`src/rtl/frame_pkg.sv`:
```
// Framing definitions shared by the sync generator and the downstream pattern stage,
// so both sides agree on line length and line count.
package frame_pkg;

    typedef enum logic [2:0] {
        ST_IDLE        = 3'd0,
        ST_FV_SETUP    = 3'd1,
        ST_LINE_ACTIVE = 3'd2,
        ST_LINE_BLANK  = 3'd3,
        ST_FV_HOLD     = 3'd4,
        ST_V_BLANK     = 3'd5
    } state_t;

    localparam int DEF_DVAL_HIGH = 640;
    localparam int DEF_ROW_COUNT = 480;
    localparam int DEF_H_BLANK   = 16;
    localparam int DEF_FV_TO_LV  = 4;
    localparam int DEF_LV_TO_FV  = 4;
    localparam int DEF_V_BLANK   = 32;
    localparam int DEF_CNT_W     = 16;

    // fval is asserted from frame setup through the post-line hold
    function automatic logic fval_state(input state_t s);
        logic r;
        case (s)
            ST_FV_SETUP, ST_LINE_ACTIVE, ST_LINE_BLANK, ST_FV_HOLD: r = 1'b1;
            default:                                                r = 1'b0;
        endcase
        return r;
    endfunction

endpackage

```
`src/rtl/frame_timing_gen_sync_edge_strobe.sv`:
```
// Registered level plus single-cycle edge strobe; the strobe lines up with the first
// cycle the registered level shows the new value.
module sync_edge_strobe #(
    parameter bit RISING = 1'b1
) (
    input  logic clk,
    input  logic rst,
    input  logic d,
    output logic level,
    output logic strobe
);

    logic level_r;
    logic strobe_r;

    // register the level and compare the incoming value against it
    always_ff @(posedge clk or negedge rst) begin
        if (!rst) begin
            level_r  <= 1'b0;
            strobe_r <= 1'b0;
        end else begin
            level_r  <= d;
            strobe_r <= RISING ? (d & ~level_r) : (~d & level_r);
        end
    end

    assign level  = level_r;
    assign strobe = strobe_r;

endmodule

```
`src/rtl/frame_timing_gen.sv`:
```
// Camera-link style fval/lval/dval generator with single-shot and free-running frames.
// Outputs are registered from the next state so they line up with the state they describe.
module frame_timing_gen
    import frame_pkg::*;
#(
    parameter int DVAL_HIGH = DEF_DVAL_HIGH,
    parameter int ROW_COUNT = DEF_ROW_COUNT,
    parameter int H_BLANK   = DEF_H_BLANK,
    parameter int FV_TO_LV  = DEF_FV_TO_LV,
    parameter int LV_TO_FV  = DEF_LV_TO_FV,
    parameter int V_BLANK   = DEF_V_BLANK,
    parameter int CNT_W     = DEF_CNT_W
) (
    input  logic             clk,
    input  logic             rst,
    input  logic             enable,
    input  logic             start,
    input  logic             continuous,
    output logic             fval,
    output logic             lval,
    output logic             dval,
    output logic             fval_posedge,
    output logic             lval_negedge,
    output logic             frame_done,
    output logic             busy,
    output logic [CNT_W-1:0] frame_cnt
);

    localparam logic [CNT_W-1:0] DVAL_LAST  = CNT_W'(DVAL_HIGH - 1);
    localparam logic [CNT_W-1:0] ROW_LAST   = CNT_W'(ROW_COUNT - 1);
    localparam logic [CNT_W-1:0] HBLK_LAST  = CNT_W'(H_BLANK - 1);
    localparam logic [CNT_W-1:0] SETUP_LAST = CNT_W'(FV_TO_LV - 1);
    localparam logic [CNT_W-1:0] HOLD_LAST  = CNT_W'(LV_TO_FV - 1);
    localparam logic [CNT_W-1:0] VBLK_LAST  = CNT_W'(V_BLANK - 1);

    state_t           state_r;
    state_t           state_s;
    logic             last_s;
    logic [CNT_W-1:0] cyc_r;
    logic [CNT_W-1:0] line_r;
    logic [CNT_W-1:0] frame_cnt_r;
    logic             frame_done_r;
    logic             busy_r;
    logic             fval_s;
    logic             lval_s;

    // state register
    always_ff @(posedge clk or negedge rst) begin
        if (!rst) begin
            state_r <= ST_IDLE;
        end else begin
            state_r <= state_s;
        end
    end

    // next-state decode; last_s marks the final cycle of the current state
    always_comb begin
        state_s = state_r;
        last_s  = 1'b0;
        case (state_r)
            ST_IDLE: begin
                if (start && enable) state_s = ST_FV_SETUP;
                else                 state_s = ST_IDLE;
            end
            ST_FV_SETUP: begin
                last_s = (cyc_r == SETUP_LAST);
                if (last_s) state_s = ST_LINE_ACTIVE;
                else        state_s = ST_FV_SETUP;
            end
            ST_LINE_ACTIVE: begin
                last_s = (cyc_r == DVAL_LAST);
                if (last_s) begin
                    if (line_r == ROW_LAST) state_s = ST_FV_HOLD;
                    else                    state_s = ST_LINE_BLANK;
                end else begin
                    state_s = ST_LINE_ACTIVE;
                end
            end
            ST_LINE_BLANK: begin
                last_s = (cyc_r == HBLK_LAST);
                if (last_s) state_s = ST_LINE_ACTIVE;
                else        state_s = ST_LINE_BLANK;
            end
            ST_FV_HOLD: begin
                last_s = (cyc_r == HOLD_LAST);
                if (last_s) begin
                    if (continuous && enable) state_s = ST_V_BLANK;
                    else                      state_s = ST_IDLE;
                end else begin
                    state_s = ST_FV_HOLD;
                end
            end
            ST_V_BLANK: begin
                last_s = (cyc_r == VBLK_LAST);
                if (last_s) begin
                    if (enable) state_s = ST_FV_SETUP;
                    else        state_s = ST_IDLE;
                end else begin
                    state_s = ST_V_BLANK;
                end
            end
            default: begin
                state_s = ST_IDLE;
            end
        endcase
    end

    // per-state cycle counter, restarted on every state entry and parked in IDLE
    always_ff @(posedge clk or negedge rst) begin
        if (!rst) begin
            cyc_r <= '0;
        end else if ((state_s != state_r) || (state_s == ST_IDLE)) begin
            cyc_r <= '0;
        end else begin
            cyc_r <= cyc_r + CNT_W'(1);
        end
    end

    // completed-line counter within the current frame
    always_ff @(posedge clk or negedge rst) begin
        if (!rst) begin
            line_r <= '0;
        end else if ((state_r == ST_LINE_ACTIVE) && last_s) begin
            line_r <= line_r + CNT_W'(1);
        end else if (state_s == ST_FV_SETUP) begin
            line_r <= '0;
        end else begin
            line_r <= line_r;
        end
    end

    // frame completion: count and pulse land in the first cycle fval is low again
    always_ff @(posedge clk or negedge rst) begin
        if (!rst) begin
            frame_cnt_r  <= '0;
            frame_done_r <= 1'b0;
        end else if ((state_r == ST_FV_HOLD) && last_s) begin
            frame_cnt_r  <= frame_cnt_r + CNT_W'(1);
            frame_done_r <= 1'b1;
        end else begin
            frame_cnt_r  <= frame_cnt_r;
            frame_done_r <= 1'b0;
        end
    end

    // busy flag registered from the next state
    always_ff @(posedge clk or negedge rst) begin
        if (!rst) begin
            busy_r <= 1'b0;
        end else begin
            busy_r <= (state_s != ST_IDLE);
        end
    end

    assign fval_s = fval_state(state_s);
    assign lval_s = (state_s == ST_LINE_ACTIVE);

    sync_edge_strobe #(.RISING(1'b1)) u_fval_edge (
        .clk    (clk),
        .rst    (rst),
        .d      (fval_s),
        .level  (fval),
        .strobe (fval_posedge)
    );

    sync_edge_strobe #(.RISING(1'b0)) u_lval_edge (
        .clk    (clk),
        .rst    (rst),
        .d      (lval_s),
        .level  (lval),
        .strobe (lval_negedge)
    );

    // pixels are gapless, so data valid follows line valid
    assign dval       = lval;
    assign frame_done = frame_done_r;
    assign busy       = busy_r;
    assign frame_cnt  = frame_cnt_r;

endmodule

```
`config.mk`:
```
export PLATFORM = sky130hd
export DESIGN_NAME = frame_timing_gen
export DESIGN_NICKNAME = d
export VERILOG_FILES = /design/src/rtl/frame_pkg.sv /design/src/rtl/frame_timing_gen_sync_edge_strobe.sv /design/src/rtl/frame_timing_gen.sv
export SDC_FILE = /design/constraint.sdc
export NUM_CORES = 1
export LEC_CHECK = 0
export CAP_MARGIN = 20
export CORE_ASPECT_RATIO = 0.6
export CORE_MARGIN = 2
export CORE_UTILIZATION = 45
export CTS_CLUSTER_SIZE = 12
export DETAILED_ROUTE_END_ITERATION = 8
export HOLD_SLACK_MARGIN = 0.08
export PLACE_DENSITY = 0.74
export SETUP_SLACK_MARGIN = 0.4
export SLEW_MARGIN = 15
export SYNTH_ARGS = -nofsm -noshare
export SYNTH_HDL_FRONTEND = slang
export SYNTH_SLANG_ARGS = --single-unit
```
`constraint.sdc`:
```
create_clock -name clk -period 5.7 [get_ports clk]
set_input_delay 0.57 -clock clk [delete_from_list [all_inputs] [get_ports clk]]
set_output_delay 0.57 -clock clk [all_outputs]
set_load 0.01 [all_outputs]
```
==> results.toml, run 1 <==
[outcome]
outcome = "completed"

[die]
fp.dieArea_sq_mm = 0.007157
die-height_um = 66.34
top_ports = 28
chip_width_um = 107.9
floorplan.rows = 22
initial_utilization_pct = 47.05
floorplan_core_area_sq_mm = 0.006193

[critical_path]
worst-r2r-cell-count = 8
worst_ep_arrival_time_ns = 3.17
timing.rr.end = "cyc_r[3]$_DFF_PN0_"
startpoint = "cyc_r[0]$_DFF_PN0_"
classification_of_the_worst_setup_path = "reg2reg"
worstSetupStartpointType = "register"
r2r-start = "cyc_r[0]$_DFF_PN0_"
critical-path-slowest-cell = "sky130_fd_sc_hd__o21ai_2"
cp_slowest_stage_delay_ns = 0.72
worst_ep_required_time_ns = 5.89
cp_cell_sequence = "ha_1, nor4b_1, nand4_1, o21a_1, nor3_4, nor4b_2, o21ai_2, nor2_1"
timing.critical_path.to_type = "register"
max_fanout_on_critical_path = 16
setup.reg_to_reg.worst_slack_ns = 2.72

[global_route]
antenna_found_initial = 0
grtUsageTotal_pct = 17.25
via_count_of_the_first_global_routing_pass = 1900
global_route.overflow_total = 0
grt_pass1_wl_um = 9280
grt_start_max_net_pins = 58

[detailed_routing]
viasPerCell = 5.283
ant_nets = 0
drt_first_iter_violations = 111
total_detailed_routing_wirelength_um = 5403
drt_drc_violations_left = 0
detail_route.first_pass.iterations = 4
route.detailed.wl_per_inst_um = 13.41
vias = 2129

[cts]
cts_max_path_buffers = 2
cts.repair.resized = 0
tritoncts = "built"
cts.root.buffer_cell = "sky130_fd_sc_hd__clkbuf_8"
clock_sinks = 57
cts-hold-fix-buffers = 0
cts_inserted_buffers = 9
postCtsSetupRepairBufs = 0
cts.reportedPaths.clkPinSlew_ns = 0.07
cts.htree.levels = 3
clock_latency_ns = 0.34

[timing]
finalWorstSetupSlack_ns = 2.723
timing.slew.headroom_pct = 41.20
fin_worst_hold_slack_ns = 0.3492
fin_max_slew_vios = 0
worst_slew_pin_tran_ns = 0.8819
fin_worst_skew_ns = 0.008750
setup_viol = 0
final_period_demand_of_the_worst_path_ns = 2.977
clock.fmax_mhz = 335.9
totalNegativeSetupSlack_ns = 0
final_min_period_over_clock_period_pct = 52.22
rsz_0062_raised_after_global_routing = "no"
final-hold-violation-count = 0

[synth]
synth_commonest_cells = "sky130_fd_sc_hd__dfrtp_1, sky130_fd_sc_hd__nor2_1, sky130_fd_sc_hd__nand2_1"
synth_fp_nets = 293
syn-mean-instance-area_sq_um = 10.22
yosysMostFrequentCell = "sky130_fd_sc_hd__dfrtp_1"
syn-cell-area_sq_mm = 0.002914
post_synth_inst_count = 285
unique_cell_type_count_in_the_yosys_netlist = 50
synthDominantCellAreaShare_pct = 48.95
synth_enable_flop_cells = 0
synth_top_cell_by_area = "sky130_fd_sc_hd__dfrtp_1"
share_of_the_yosys_chip_area_belonging_to_registers_pct = 48.95
synthesis.yosys.warnings = 0
ys_ff_latch = 57
synth-main-ff-cell = "sky130_fd_sc_hd__dfrtp_1"
synth.top_cells.by_area = "sky130_fd_sc_hd__dfrtp_1, sky130_fd_sc_hd__xor2_1, sky130_fd_sc_hd__xnor2_1"
synth_async_reset_ratio_pct = 100.0

[placed_design]
post_dp_cell_area_sq_mm = 0.003196
place.gp.congestion = 0.8471
hpwlAfterDp_um = 3938
port_buffers = 27
preCtsSetupSlack_ns = 2.738

[hold_path]
hold_path.class = "in2async"

[flow_run]
maxCapViolations = 0

[cells_and_area]
post_route_standard_cell_area_excluding_fillers_sq_mm = 0.003376
area_growth_pct = 15.84
proportion_of_layout_cells_with_a_drive_suffix_above_1_pct = 12.23
nNetsFinal = 322
insertedDiodeCount = 0

[pwr]
power_density_mw_per_mm2 = 331.6
total_power_mw = 1.119
power.static_leakage_nw = 1.436
peak_ir_drop_on_the_vdd_network_mv = 0.2325
[placed cells by master (no fill, tap or decap), drive strengths merged, types with 3 or more instances in the layout]
cell	synthesis	routed
dfrtp	57	57
nor2	40	40
clkdlybuf4s50	0	26
nand2	24	24
nand3	24	24
xor2	21	21
xnor2	18	18
nand4	14	14
and3	11	11
clkbuf	4	10
nor3	9	9
inv	4	5
and4	5	5
o21ai	5	5
nor4	4	4
nor3b	3	3
nand3b	3	3
nor2b	3	3
ha	3	3
nor4b	3	3
or3	3	3
clkinv	0	3
[sequential cells by signal (all words and copies together) (netlist names)]
register	cells
cyc_r	16
frame_cnt	16
line_r	16
state_r	3
busy	1
frame_done	1
u_fval_edge.level	1
u_fval_edge.strobe	1
u_lval_edge.level	1
u_lval_edge.strobe	1
[layer usage]
layer  vias to the layer above  global-route usage (%)  part of all wire [%]
met5                         -                       0                     0
met4                         0                   6.731                   1.6
met3                        12                   6.404                   6.8
met2                        63                   22.88                    40
met1                       996                   25.05                    52
li1                       1058                       -                     -
[how the worst max path moves through the flow]
stage	end	slack, ns
final	cyc_r[3]$_DFF_PN0_	2.72
after global routing	cyc_r[6]$_DFF_PN0_	2.39
after CTS	cyc_r[3]$_DFF_PN0_	2.71
after detailed placement	cyc_r[3]$_DFF_PN0_	2.74
after global placement	cyc_r[5]$_DFF_PN0_	2.86
after floorplan	cyc_r[8]$_DFF_PN0_	3.18
[logic make-up (layout without fill, tap and decap cells)]
| logic type | count (synthesis) | in the layout | synth area share (%) |
|---|---|---|---|
| buffers and inverters | 14 | 48 | 3.821 |
| AOI/OAI and AO/OA | 16 | 16 | 3.950 |
| xor gates and xnor gates | 39 | 39 | 11.72 |
| adders and majority gates | 3 | 3 | 1.288 |
| DFF | 57 | 57 | 48.95 |
| muxes | 2 | 2 | 0.7299 |
| and+or+nand+nor | 154 | 154 | 29.54 |
[power breakdown]
part	switching (mW)	internal, mW	leakage [nW]
logic	0.195	0.109	0.564
registers	0.0381	0.438	0.784
clock network	0.170	0.170	0.0887
[cell type report]
| cell class | count | area (sq um) |
|---|---|---|
| multi-input combinational | 214 | 1376 |
| tap | 84 | 105.1 |
| clock buffer | 10 | 137.6 |
| fill | 549 | 2818 |
| timing repair buffer | 28 | 272.8 |
| clock inverter | 6 | 42.54 |
| sequential | 57 | 1426 |
| inverter | 4 | 15.01 |
[stage by stage]
| stage | utilization, % | instances |
|---|---|---|
| after floorplan | - | 285 |
| after global placement | 51.60 | 387 |
| after detailed placement | 51.60 | 387 |
| after CTS | 54.51 | 403 |
| after global routing | 54.51 | 403 |
| final | 54.51 | 403 |
[worst max-delay path, delay by kind of cell, from the launching register on]
family | cells | cell delay (ns)
AO/OA/AOI/OAI | 2 | 1.05
adder cells (fa/ha/maj) | 1 | 0.34
flip-flops | 1 | 0.41
AND/OR/NAND/NOR | 5 | 1.02
Power figures use the tool's default switching activity.
==> run 2, diff against run 1 <==
Settings changed: PLACE_DENSITY 0.74 to 0.77.
Clock period 5.7 ns to 2.54 ns, I/O delays scaled along.
==> run 2 against run 1 <==
Sequential power grew 120%. Die area is the same. Clock-buffer cell count grew 1. Critical path depth shrank 1. Worst hold slack lost 0.091 ns.
==> results.toml, run 2 (synthesis results as in run 1) <==
[cells_and_area]
final.fill_count = 493
area_growth_pct = 32.42
insertedDiodeCount = 0
multiInputGateArea_sq_mm = 0.001592
post_route_standard_cell_area_excluding_fillers_sq_mm = 0.003859
mostFrequentLayoutCell = "sky130_fd_sc_hd__dfrtp_1"
register_area_sq_mm = 0.001428
layout.cells.most_common_list = "sky130_fd_sc_hd__dfrtp_1, sky130_fd_sc_hd__nor2_1, sky130_fd_sc_hd__clkdlybuf4s50_1"
nNetsFinal = 353
proportion_of_layout_cells_with_a_drive_suffix_above_1_pct = 26.86

[timing]
final-hold-violation-count = 0
rsz_0062_raised_after_global_routing = "yes"
worst_slew_pin_tran_ns = 0.5283
fin_max_slew_vios = 0
final_min_period_over_clock_period_pct = 94.22
timing.slew.headroom_pct = 64.71
totalNegativeSetupSlack_ns = 0
final_period_demand_of_the_worst_path_ns = 2.393
fin_worst_skew_ns = 0.008238
setup_viol = 0
clock.fmax_mhz = 417.8

[pwr]
power_density_mw_per_mm2 = 727.2
peak_ir_drop_on_the_vdd_network_mv = 0.3960
power.static_leakage_nw = 1.706

[critical_path]
worst_ep_arrival_time_ns = 2.67
cp.buffers_inverters = 1
critical-path-slowest-cell = "sky130_fd_sc_hd__or4_1"
max_fanout_on_critical_path = 8
timing.critical_path.to_type = "register"
worst_ep_required_time_ns = 2.82
cp_cell_sequence = "or4_1, o2111a_2, or3_4, nor4b_4, buf_4, o21ai_4, nor2_2"
cp_slowest_stage_delay_ns = 0.54
cp_top_family = "simple AND/OR/NAND/NOR gates"
classification_of_the_worst_setup_path = "reg2reg"
worstSetupStartpointType = "register"

[outcome]
outcome = "completed"

[detailed_routing]
detail_route.first_pass.iterations = 4
route.detailed.wl_per_inst_um = 15.30
ant_nets = 0
vias = 2331
drt_first_iter_violations = 142
total_detailed_routing_wirelength_um = 6642
drt_drc_violations_left = 0
viasPerCell = 5.371

[cts]
cts_max_path_buffers = 2
cts.reportedPaths.clkPinSlew_ns = 0.07
cts.htree.levels = 3
cts_inserted_buffers = 9
clock_sinks = 57
cts.root.buffer_cell = "sky130_fd_sc_hd__clkbuf_8"
tritoncts = "built"
clock_latency_ns = 0.34

[global_route]
grtUsageTotal_pct = 20.68
via_count_of_the_first_global_routing_pass = 2256
antenna_found_initial = 0
global_route.overflow_total = 0
grt_pass1_wl_um = 11100
grt_start_max_net_pins = 30

[die]
initial_utilization_pct = 47.05
top_ports = 28
chip_width_um = 107.9
floorplan.rows = 22
floorplan_core_area_sq_mm = 0.006193
fp.dieArea_sq_mm = 0.007157
die-height_um = 66.34

[placed_design]
place.gp.congestion = 0.8553
port_buffers = 27
hpwlAfterDp_um = 4309
post_dp_cell_area_sq_mm = 0.003347

[flow_run]
maxCapViolations = 0

[hold_path]
hold_path.class = "in2async"
[run 2: cell count changes in the layout (fill, tap and decap cells not counted), moves of 3 or more]
cell,before,now
sky130_fd_sc_hd__nor3_2,0,3
sky130_fd_sc_hd__nand3_1,23,20
sky130_fd_sc_hd__nor2_1,30,26
sky130_fd_sc_hd__nor2_4,0,3
sky130_fd_sc_hd__nand2_1,24,21
sky130_fd_sc_hd__nor3_1,8,4
sky130_fd_sc_hd__buf_4,1,24
sky130_fd_sc_hd__buf_6,0,5
[run 2: power by group]
part / total, mW / internal (mW) / switching (mW)
combinational: 0.925 / 0.370 / 0.555
sequential: 1.06 / 0.984 / 0.0769
clock: 0.820 / 0.451 / 0.369
total: 2.81 / 1.81 / 1.00
[run 2: worst paths after layout]
kind | startpoint | to | slack, ns | depth (start not counted)
min in group clk | u_fval_edge.level$_DFF_PN0_ | u_fval_edge.strobe$_DFF_PN0_ | 0.43 | 1
worst min-delay path | rst | frame_done$_DFF_PN0_ | 0.26 | 2
max in group asynchronous | rst | cyc_r[9]$_DFF_PN0_ | 1.68 | 3
worst max register to register | cyc_r[5]$_DFF_PN0_ | cyc_r[0]$_DFF_PN0_ | 0.15 | 7
worst min register to register | u_fval_edge.level$_DFF_PN0_ | u_fval_edge.strobe$_DFF_PN0_ | 0.43 | 1
worst max-delay path | cyc_r[5]$_DFF_PN0_ | cyc_r[0]$_DFF_PN0_ | 0.15 | 7
[run 2: what timing repair did]
action                                  in CTS  in global routing
cloned                                       1                  0
resized for setup                           22                 24
endpoints found under the setup margin      36                 50
hold buffers                                 1                  0
setup buffers                                9                  3
pin swaps                                   17                 16
endpoints found under the hold margin       57                  0
[run 2: worst reg2reg max path, delay by kind of cell (launching register included)]
kind                   cells  cell delay (ns)
DFF                        1             0.42
and+or+nand+nor            4             1.28
buffers and inverters      1             0.18
AOI/OAI and AO/OA          2             0.44
[run 2: per-stage QoR]
stage	utilization (%)	power [mW]	setup slack (ns)	hold WS [ns]	std cells
floorplan	-	1.606	0.2185	-0.04159	285
global placement	54.04	1.789	-0.08514	0.08985	404
detailed placement	54.04	1.806	-0.1327	0.08644	404
CTS	60.16	2.762	0.1652	0.2439	431
global route	62.30	2.980	0.04425	0.2600	434
finish	62.30	2.806	0.1467	0.2583	434
[run 2: final cells by class]
type	count	share of cell area, %
inverters	4	0.3891
clock buffers	11	3.405
clock inverters	5	1.459
flip-flops and latches	57	37.00
well taps	84	2.724
multi-input cells	215	41.25
repair buffers	58	13.78
[run 2: layer usage]
layer  GRT usage (%)  wire length (um)
met3           7.882               453
met4           4.808                26
met2           29.72              2826
met5               0                 0
met1           29.42              3336
